[src/rtl/stopwatch_display_scan.sv]
// Six-digit multiplexed seven-segment driver for the stopwatch (mm.ss.hh), with lead-zero blanking and blink.
// All outputs registered and active-low; one cycle of latency from idx and the digit inputs.
module stopwatch_display_scan #(
  parameter int REFRESH_DIV  = 100_000,
  parameter int BLINK_FRAMES = 83
) (
  input  logic       clk,
  input  logic       reset,
  input  logic [3:0] min_10,
  input  logic [3:0] min_1,
  input  logic [3:0] sec_10,
  input  logic [3:0] sec_1,
  input  logic [3:0] milli_10,
  input  logic [3:0] milli_1,
  input  logic       blank_lead,
  input  logic       blink,
  output logic [5:0] an,
  output logic [6:0] seg,
  output logic       dp,
  output logic       frame_done
);
  localparam int PW = (REFRESH_DIV > 1) ? $clog2(REFRESH_DIV) : 1;
  localparam int FW = $clog2(BLINK_FRAMES) + 1;
  localparam logic [PW-1:0] PRE_MAX = PW'(REFRESH_DIV - 1);
  localparam logic [FW-1:0] FC_MAX  = FW'(BLINK_FRAMES - 1);

  logic [PW-1:0] pre_q, pre_d;
  logic [2:0]    idx_q, idx_d;
  logic [FW-1:0] fc_q, fc_d;
  logic          phase_q, phase_d;
  logic          wrap_q, wrap_d;
  logic [5:0]    an_q, an_d;
  logic [6:0]    seg_q, seg_d;
  logic          dp_q, dp_d;
  logic          frame_done_q, frame_done_d;
  logic          tick;
  logic          dark;
  logic [3:0]    digit;

  function automatic logic [6:0] decode(input logic [3:0] d);
    case (d)
      4'd0:    decode = 7'b1000000;
      4'd1:    decode = 7'b1111001;
      4'd2:    decode = 7'b0100100;
      4'd3:    decode = 7'b0110000;
      4'd4:    decode = 7'b0011001;
      4'd5:    decode = 7'b0010010;
      4'd6:    decode = 7'b0000010;
      4'd7:    decode = 7'b1111000;
      4'd8:    decode = 7'b0000000;
      4'd9:    decode = 7'b0010000;
      default: decode = 7'b0111111;
    endcase
  endfunction

  always_comb begin
    tick    = (pre_q == PRE_MAX);
    pre_d   = tick ? '0 : pre_q + 1'b1;
    idx_d   = idx_q;
    if (tick) idx_d = (idx_q == 3'd5) ? 3'd0 : idx_q + 3'd1;
    // wrap_q delays the frame pulse so it lines up with slot 0 reappearing on the pins
    wrap_d       = tick && (idx_q == 3'd5);
    frame_done_d = wrap_q;

    fc_d    = fc_q;
    phase_d = phase_q;
    if (!blink) begin
      fc_d    = '0;
      phase_d = 1'b1;
    end else if (wrap_d) begin
      if (fc_q == FC_MAX) begin
        fc_d    = '0;
        phase_d = ~phase_q;
      end else begin
        fc_d = fc_q + 1'b1;
      end
    end

    case (idx_q)
      3'd0:    digit = milli_1;
      3'd1:    digit = milli_10;
      3'd2:    digit = sec_1;
      3'd3:    digit = sec_10;
      3'd4:    digit = min_1;
      default: digit = min_10;
    endcase

    dark = (blink && !phase_q) ||
           (blank_lead && (idx_q == 3'd5) && (min_10 == 4'd0));
    an_d  = ~(6'b000001 << idx_q);
    seg_d = decode(digit);
    dp_d  = !((idx_q == 3'd2) || (idx_q == 3'd4));
    if (dark) begin
      an_d  = 6'b111111;
      seg_d = 7'b1111111;
      dp_d  = 1'b1;
    end
  end

  always_ff @(posedge clk) begin
    if (!reset) begin
      pre_q        <= '0;
      idx_q        <= 3'd0;
      fc_q         <= '0;
      phase_q      <= 1'b1;
      wrap_q       <= 1'b0;
      an_q         <= 6'b111111;
      seg_q        <= 7'b1111111;
      dp_q         <= 1'b1;
      frame_done_q <= 1'b0;
    end else begin
      pre_q        <= pre_d;
      idx_q        <= idx_d;
      fc_q         <= fc_d;
      phase_q      <= phase_d;
      wrap_q       <= wrap_d;
      an_q         <= an_d;
      seg_q        <= seg_d;
      dp_q         <= dp_d;
      frame_done_q <= frame_done_d;
    end
  end

  assign an         = an_q;
  assign seg        = seg_q;
  assign dp         = dp_q;
  assign frame_done = frame_done_q;
endmodule

[config.mk]
export PLATFORM = sky130hd
export DESIGN_NAME = stopwatch_display_scan
export DESIGN_NICKNAME = d
export VERILOG_FILES = /design/src/rtl/stopwatch_display_scan.sv
export SDC_FILE = /design/constraint.sdc
export NUM_CORES = 1
export LEC_CHECK = 0
export ABC_AREA = 0
export CAP_MARGIN = 20
export CORE_ASPECT_RATIO = 1.4
export CORE_MARGIN = 5
export CORE_UTILIZATION = 33
export CTS_BUF_LIST = sky130_fd_sc_hd__clkbuf_4 sky130_fd_sc_hd__clkbuf_8
export DETAILED_ROUTE_END_ITERATION = 8
export SETUP_SLACK_MARGIN = 0.3
export SLEW_MARGIN = 10
export SYNTH_ARGS = -nofsm -noshare
export SYNTH_HDL_FRONTEND = slang
export SYNTH_SLANG_ARGS = --single-unit
[constraint.sdc]
create_clock -name clk -period 2.5 [get_ports clk]
set_input_delay 0.375 -clock clk [delete_from_list [all_inputs] [get_ports clk]]
set_output_delay 0.375 -clock clk [all_outputs]
set_load 0.005 [all_outputs]
Word level (Yosys, flattened, before mapping)
Memory sizes are Yosys's and may differ from the RTL's. A register that Yosys moved wholly into a read port is not among the register bits.
Cells that the tools add are included.

storage, ports and cells
  output and inout bits = 15
  memories kept = 1
  logic and storage cells = 40
  bits in read-only memories = 112
  register bits = 38

memories
  name             depth  bits a word  read ports  clocked after Yosys merged registers in  wr ports  RTL line  source
  (no name shown)  16     7            1           1                                        0         41        case (d)

operators by class
  equal/unequal tests = 7
  reduce and logical (&&, ||, !) cells = 14
  muxes and demuxes = 3
  bitwise logic cells = 3
  $add $sub $neg = 3
  shift-type cells = 1

operators by type and width
  operator                                              number
  one-hot mux 4 bit (5 select lines)                    1
  adder 17 x 1 -> 17 bit (second input constant)        1
  equality test 17 bit (second input constant)          1
  adder 8 x 1 -> 8 bit (second input constant)          1
  equality test 8 x 7 -> 1 bit (second input constant)  1
  2-to-1 mux 8 bit                                      1
  equality test 3 x 2 -> 1 bit (second input constant)  2
  equality test 3 bit (second input constant)           2
  NOT 6 bit                                             1
  left shift 1 x 3 -> 6 bit (first input constant)      1
  logical AND 1 bit                                     4
  zero test 4 bit                                       1
  AND reduction 2 bit                                   2
  OR reduction 2 bit                                    2
  adder 3 x 1 -> 3 bit (second input constant)          1
  equality test 3 x 1 -> 1 bit (second input constant)  1
  zero test 3 bit                                       1
  2-to-1 mux 3 bit                                      1
  zero test 1 bit                                       2
  logical OR 1 bit                                      2
  NOT 1 bit                                             2

Longest topological paths before layout
Gate-level depths: netlist of run 1.

  depth after elaboration = 5
  gate-level depth with buffers = 10
  depth with buffers taken out = 9

Worst setup path before layout of run 1
Ideal clock, no wire load.

  path kind = reg-to-reg
  start point = register idx_q[1]
  end point = register seg_q[1] (netlist: seg[1])
  slack = 0.356 ns
  stages on the path, launching flop included = 11
  data arrival time = 2.007 ns
  clock period less this slack = 2.144 ns
  required time = 2.363 ns
  path through = dfxtp_1 buf_4 and2_1 ha_1 o21bai_4 nor2_1 a31oi_1 inv_1 ha_1 a21oi_1 o21ai_0

on the way
  longest elaborated chain between the ends = 5
  elaborated cells on any way between the ends = 11

RTL lines
  what                             RTL line  source
  from (decl)                      28        logic [2:0] idx_q, idx_d;
  from (signal assigned)           113       idx_q <= idx_d;
  equality test 3 bit              89        (blank_lead && (idx_q == 3'd5) && (min_10 == 4'd0));
  logical AND 1 bit (2 in series)  89
  logical OR 1 bit                 88        dark = (blink && !phase_q) ||
  OR reduction 2 bit (no line)     -
  to (decl)                        33        logic [6:0] seg_q, seg_d;

Several ways; a longest one is shown, not always the timed one.
A chain may end at the register's enable or synchronous reset.

Final worst setup path of run 1
  start point = register idx_q[0]
  end point = register seg_q[5] (netlist: seg[5])

Same word-level chain as after synthesis.

==> summary.txt, run 1 <==
Clocking
  • Clock slew at reported path FFs: 0.09 ns
  • Number of cells upsized or downsized after cts: 0
  • CTS H-tree lvls: 2
  • Buffers inserted by post-CTS timing repair: 0
  • Clk root buf: clkbuf_8
  • Worst skew pair latency: 0.31 ns
  • Inserted Clock Buffers: 5
  • Hold-fix buffers, CTS: 0
  • Longest Clk Path Bufs: 2
  • Clock tree sinks: 45
  • CTS tree: yes

Worst setup path
  • Critical path cell sequence: and2_1 -> ha_4 -> o21bai_4 -> o211ai_1 -> o21ai_2 -> inv_1 -> ha_1 -> nor3_1 -> o21ai_0
  • Critical-path top delay cell: dfxtp_1
  • CP max FO: 10
  • Critical Path Source Type: register
  • FF-to-FF setup slack: 0.46 ns
  • Crit path max-delay family: compound AO/OA/AOI/OAI gates
  • CP Capture Type: register
  • Setup CP Type: reg -> reg
  • CP max stage delay: ~0.35 ns
  • Worst EP required: approximately 2.7 ns
  • Critical path buffer and inverter count: 1
  • Critical Path AT: around 2.2 ns

Routing
  • Number of vias per cell: 5.16
  • WL/cell: about 14 um
  • Final ANT Viol Nets: 0
  • DRT Pass-1 Iters: 4
  • Initial DRC count: 69
  • DRC errors left: 0
  • Detailed Route WL: about 5.2 mm
  • Routed via count: about 1.9k

Timing
  • Fin crit period: about 2.0 ns
  • Relative slew margins: 0.598
  • RSZ-0062 raised after global routing: false
  • FMAX: between 400 and 500 MHz
  • Final Max Tran Viols: 0
  • Final setup fails: 0
  • Final Cycle Share: 0.818
  • Final Hold Viols: 0
  • Worst setup margin: 0.455 ns
  • Setup_tns: 0 ns
  • Slew @ Worst Pin: between 0.5 and 0.6 ns
  • Skew final: about 0.015 ns

Global route
  • Met3 Track Usage GR: 0.0322
  • Grt met2 use: 0.242
  • GRT Util Overall: 0.131
  • Vias in the first global route: approximately 1.9k
  • Grt total ovfl: 0
  • Initial antenna violation count: 0
  • Pin count of the biggest net entering global routing: 18
  • Gr busiest metal: met2
  • First-pass GRT wire length: between 8 and 9 mm
  • Grt met1 use: 0.143

Power
  • PwrDens: slightly below 500 mW/mm^2
  • Peak VDD IR: between 0.0002 and 0.0003 V
  • Pleak: 0.00106 uW

Final layout
  • Layout cells sized above 1: 0.108
  • Non-Filler Instances: about 370
  • Final nets: between 300 and 400
  • Area growth, synth to finish: 31.2%
  • # diodes: 0
  • Commonest non-fill, non-tap cells in the layout: dfxtp_1, clkdlybuf4s50_1, nor2_1
  • Commonest non-fill, non-tap cell in the layout: dfxtp_1

Yosys
  • Post-synth top area cell: dfxtp_1
  • Avg Inst Size Synth: 8.93 sq um
  • Mapped Area: ~0.0022 sq mm
  • Dominant cells by area after synthesis: dfxtp_1, xor2_1, nor2_1
  • Mapped Nets: 280
  • Cell count after synthesis: roughly 250
  • Post-synth ARST share: 0
  • EDFF count, synth: 0
  • Post-synth top flop: dfxtp_1
  • Yosys reg bits: 45
  • Synth cell types: 48
  • Register area share after synthesis: 0.412
  • Yosys warning total: 0
  • Top-area cell type share of the netlist area: 0.412

Floorplan
  • Total I/O pin count: between 40 and 50
  • Core ar.: approximately 0.0065 sq mm
  • Die width: slightly below 80 um
  • Initial core utilization: 0.335
  • Die height: roughly 110 um
  • Die footprint: around 0.0084 sq mm
  • FP Rows: 35

Placement
  • PortBufs: 42
  • Pre-CTS setup slack: 0.300 ns
  • Inst Count DP: between 300 and 400
  • GPL Wtd Cong: 0.911
  • Post-DP HPWL: a little under 4 mm

Outcome
  • Status: completed

Min path
  • Worst hold path class: reg -> reg

Run
  • Max Cap Viol: 0
per-stage QoR:
step	total power, uW	hold slack, ns	instance area, sq um	utilization
floorplan	797	0.412	2190	-
global placement	877	0.422	2740	0.420
detailed placement	877	0.431	2740	0.420
CTS	1440	0.452	2850	0.437
global route	1490	0.463	2870	0.440
finish	1420	0.445	2870	0.440
cell families after synthesis:
family / Yosys count / synth area share
mux: 6 / 0.0286
xor+xnor: 17 / 0.0681
compound gates: 49 / 0.149
simple gates: 107 / 0.276
buf+inv: 14 / 0.0269
flops: 45 / 0.412
fa+ha+maj: 7 / 0.0400
sequential cells by signal, indices dropped and copies added, names as in the netlist:
| name | flops |
|---|---|
| fc_q | 8 |
| an | 6 |
| frame_done_d | 1 |
| dp | 1 |
| phase_q | 1 |
| pre_q | 17 |
| idx_q | 3 |
| frame_done | 1 |
| seg | 7 |
final cells by class:
cell class	count	area, sq um
inverters	6	22.5
flip-flops and latches	45	901
fillers	648	3650
clock inverters	3	46.3
well taps	74	92.6
repair buffers	52	499
multi-input cells	186	1240
clock buffers	5	68.8
metal layers:
| layer | wire (um) | vias to the layer above | part of all wire |
|---|---|---|---|
| li1 | - | 978 | - |
| met1 | 2120 | 892 | 0.41 |
| met2 | 2780 | 37 | 0.53 |
| met3 | 245 | 6 | 0.047 |
| met4 | 57 | 0 | 0.011 |
| met5 | 0 | - | 0 |
power breakdown:
part	switching (uW)	internal (uW)	total, uW
combinational	49.4	75.5	125
clock	265	299	564
sequential	6.26	729	736
total	321	1100	1420
synth_stat cells, drive strengths merged, types with 3 or more instances:
cell type,n
o21ai,16
and3,9
a31oi,3
nand3,16
o21a,5
buf,3
nand2,19
nor4,3
mux2i,4
nor3,3
a21oi,9
xor2,12
dfxtp,45
nand4,3
nand3b,3
and2,4
nor2,28
xnor2,5
inv,6
ha,7
o211ai,3
a32oi,4
or3,5
clkbuf,5
path summary, 6_finish.rpt:
| kind | to | cells after the start | start |
|---|---|---|---|
| setup / recovery | seg[5]$_SDFF_PP1_ | 9 | idx_q[0]$_SDFFE_PN0N_ |
| hold / removal | frame_done$_SDFF_PN0_ | 1 | frame_done_d$_SDFF_PN0_ |
| setup reg to reg | seg[5]$_SDFF_PP1_ | 9 | idx_q[0]$_SDFFE_PN0N_ |
| hold reg to reg | frame_done$_SDFF_PN0_ | 1 | frame_done_d$_SDFF_PN0_ |
No activity file was read; power rests on OpenSTA's default activity.
==> run 2, diff against run 1 <==
clock period = 2.09 ns   (was 2.5 ns; I/O delays follow)
==> summary.txt, run 2 (synthesis results as in run 1) <==
Outcome
  • Status: completed (unchanged)

Global route
  • Vias in the first global route: 1,920 (was 1,853)
  • Gr busiest metal: met2 (unchanged)
  • First-pass GRT wire length: 8.83 mm (was 8.77 mm)
  • Grt total ovfl: 0 (unchanged)
  • Initial antenna violation count: 0 (unchanged)
  • GRT Util Overall: 0.130 (was 0.131)
  • Grt met2 use: 0.236 (was 0.242)
  • Met3 Track Usage GR: 0.0339 (was 0.0322)
  • Pin count of the biggest net entering global routing: 18 (unchanged)
  • Grt met1 use: 0.145 (was 0.143)

Clocking
  • CTS tree: yes (unchanged)
  • Inserted Clock Buffers: 5 (unchanged)
  • Longest Clk Path Bufs: 2 (unchanged)
  • Clk root buf: clkbuf_8 (unchanged)
  • Worst skew pair latency: 0.30 ns (was 0.31 ns)
  • Clock slew at reported path FFs: 0.09 ns (about the same)
  • CTS H-tree lvls: 2 (unchanged)
  • Clock tree sinks: 45 (unchanged)

Power
  • Pleak: 0.00119 uW (was 0.00106 uW)
  • PwrDens: 525 mW/mm^2 (was 496 mW/mm^2)
  • Peak VDD IR: 0.000233 V (was 0.000285 V)

Floorplan
  • Die footprint: 0.00838 sq mm (unchanged)
  • Die height: 106 um (unchanged)
  • Die width: 78.8 um (unchanged)
  • Core ar.: 0.00653 sq mm (unchanged)
  • FP Rows: 35 (unchanged)
  • Total I/O pin count: 43 (unchanged)
  • Initial core utilization: 0.335 (unchanged)

Routing
  • DRT Pass-1 Iters: 4 (unchanged)
  • WL/cell: 13.3 um (was 14.0 um)
  • Final ANT Viol Nets: 0 (unchanged)
  • Routed via count: 2,015 (was 1,913)
  • Initial DRC count: 61 (was 69)
  • Detailed Route WL: 5.23 mm (was 5.20 mm)
  • DRC errors left: 0 (unchanged)
  • Number of vias per cell: 5.13 (was 5.16)

Timing
  • Fin crit period: 1.90 ns (was 2.04 ns)
  • Final Hold Viols: 0 (unchanged)
  • Final Max Tran Viols: 0 (unchanged)
  • FMAX: 527 MHz (was 489 MHz)
  • Relative slew margins: 0.735 (was 0.598)
  • Slew @ Worst Pin: 0.394 ns (was 0.599 ns)
  • Worst setup margin: 0.193 ns (was 0.455 ns)
  • Final Cycle Share: 0.907 (was 0.818)
  • Final setup fails: 0 (unchanged)
  • Skew final: 0.0112 ns (was 0.0151 ns)
  • RSZ-0062 raised after global routing: true (was false)

Final layout
  • Max FFs per register: 17 (unchanged)
  • Area growth, synth to finish: 45.4% (was 31.2%)
  • Non-Filler Instances: 393 (was 371)
  • Commonest non-fill, non-tap cell in the layout: clkdlybuf4s50_1 (was dfxtp_1)
  • # diodes: 0 (unchanged)
  • Filler cells: 635 (was 648)
  • Biggest register: pre_q (unchanged)
  • Layout cells sized above 1: 0.241 (was 0.108)
  • Commonest non-fill, non-tap cells in the layout: clkdlybuf4s50_1, dfxtp_1, buf_4 (was dfxtp_1, clkdlybuf4s50_1, nor2_1)
  • Final nets: 353 (was 331)

Placement
  • PortBufs: 42 (unchanged)
  • GPL Wtd Cong: 0.793 (was 0.911)
  • Inst Count DP: 374 (was 363)
  • Post-DP HPWL: 3.89 mm (was 3.91 mm)
  • Pre-CTS setup slack: -0.0417 ns (was 0.300 ns)

Worst setup path
  • Critical Path AT: 2.09 ns (was 2.20 ns)
  • Setup CP Type: reg -> reg (unchanged)
  • CP max FO: 8 (was 10)
  • Critical Path Source Type: register (unchanged)
  • Worst EP required: 2.28 ns (was 2.66 ns)
  • CP Capture Type: register (unchanged)
  • FF-to-FF setup slack: 0.19 ns (was 0.46 ns)

Run
  • Max Cap Viol: 0 (unchanged)

Min path
  • Worst hold path class: reg -> reg (unchanged)
==> run 2: changes by cell type in the layout (fill, tap and decap cells not counted), sizes merged <==
cell and delta:
clkbuf +2, buf +22, bufinv -1, clkinvlp -1
==> run 2: path summary, 6_finish.rpt <==
kind         cells after the start             startpoint                  end
max                              9  idx_q[0]$_SDFFE_PN0N_    seg[1]$_SDFF_PP1_
min                              1    pre_q[0]$_SDFF_PP0_  pre_q[0]$_SDFF_PP0_
max reg2reg                      9  idx_q[0]$_SDFFE_PN0N_    seg[1]$_SDFF_PP1_
min reg2reg                      1    pre_q[0]$_SDFF_PP0_  pre_q[0]$_SDFF_PP0_
==> run 2: routing by layer <==
layer	up-vias	routed length (um)
met2	46	2640
met3	6	293
met5	-	0
met1	941	2220
li1	1022	-
met4	0	78
==> run 2: stage by stage <==
| step | setup TNS [ns] | instance area (sq um) | utilization | power (uW) | hold slack, ns |
|---|---|---|---|---|---|
| 3_3_place_gp | -0.0246 | 2860 | 0.438 | 1060 | 0.421 |
| 3_5_place_dp | -0.0757 | 2860 | 0.438 | 1060 | 0.429 |
| 5_1_grt | 0 | 3180 | 0.487 | 1750 | 0.458 |
| 2_1_floorplan | 0 | 2220 | - | 955 | 0.400 |
| 6_report | 0 | 3180 | 0.487 | 1670 | 0.446 |
| 4_1_cts | 0 | 3120 | 0.478 | 1680 | 0.463 |
==> run 2: power breakdown <==
part	internal (uW)	total, uW	switching (uW)	leakage, uW
Clock	299	597	298	0.0000542
Combinational	116	191	74.7	0.000770
Sequential	871	880	8.72	0.000368
==> run 2: what timing repair did <==
action / in CTS / in global routing
endpoints found under the hold margin: 0 / 0
hold buffers: 0 / 0
setup endpoints to repair: 9 / 11
gates resized for setup: 24 / 10
setup buffers: 7 / 4
pin swaps: 8 / 8
==> run 2: final cells by class <==
class                   instances  area (sq um)  share of cell area
clock inverters                 1          5.00             0.00157
multi-input cells             186          1360               0.427
repair buffers                 74           693               0.218
flip-flops and latches         45           912               0.287
inverters                       6          22.5             0.00708
well taps                      74          92.6              0.0291
clock buffers                   7          96.3              0.0303
==> run 2: worst max-delay path, stage by stage, from the launching register on <==
cell and delay, ns:
dfxtp_4 0.38, and2_4 0.16, ha_4 0.18, o21bai_4 0.22, o211ai_1 0.15, o21ai_2 0.15
buf_12 0.15, ha_4 0.23, a21oi_2 0.11, o21ai_1 0.07
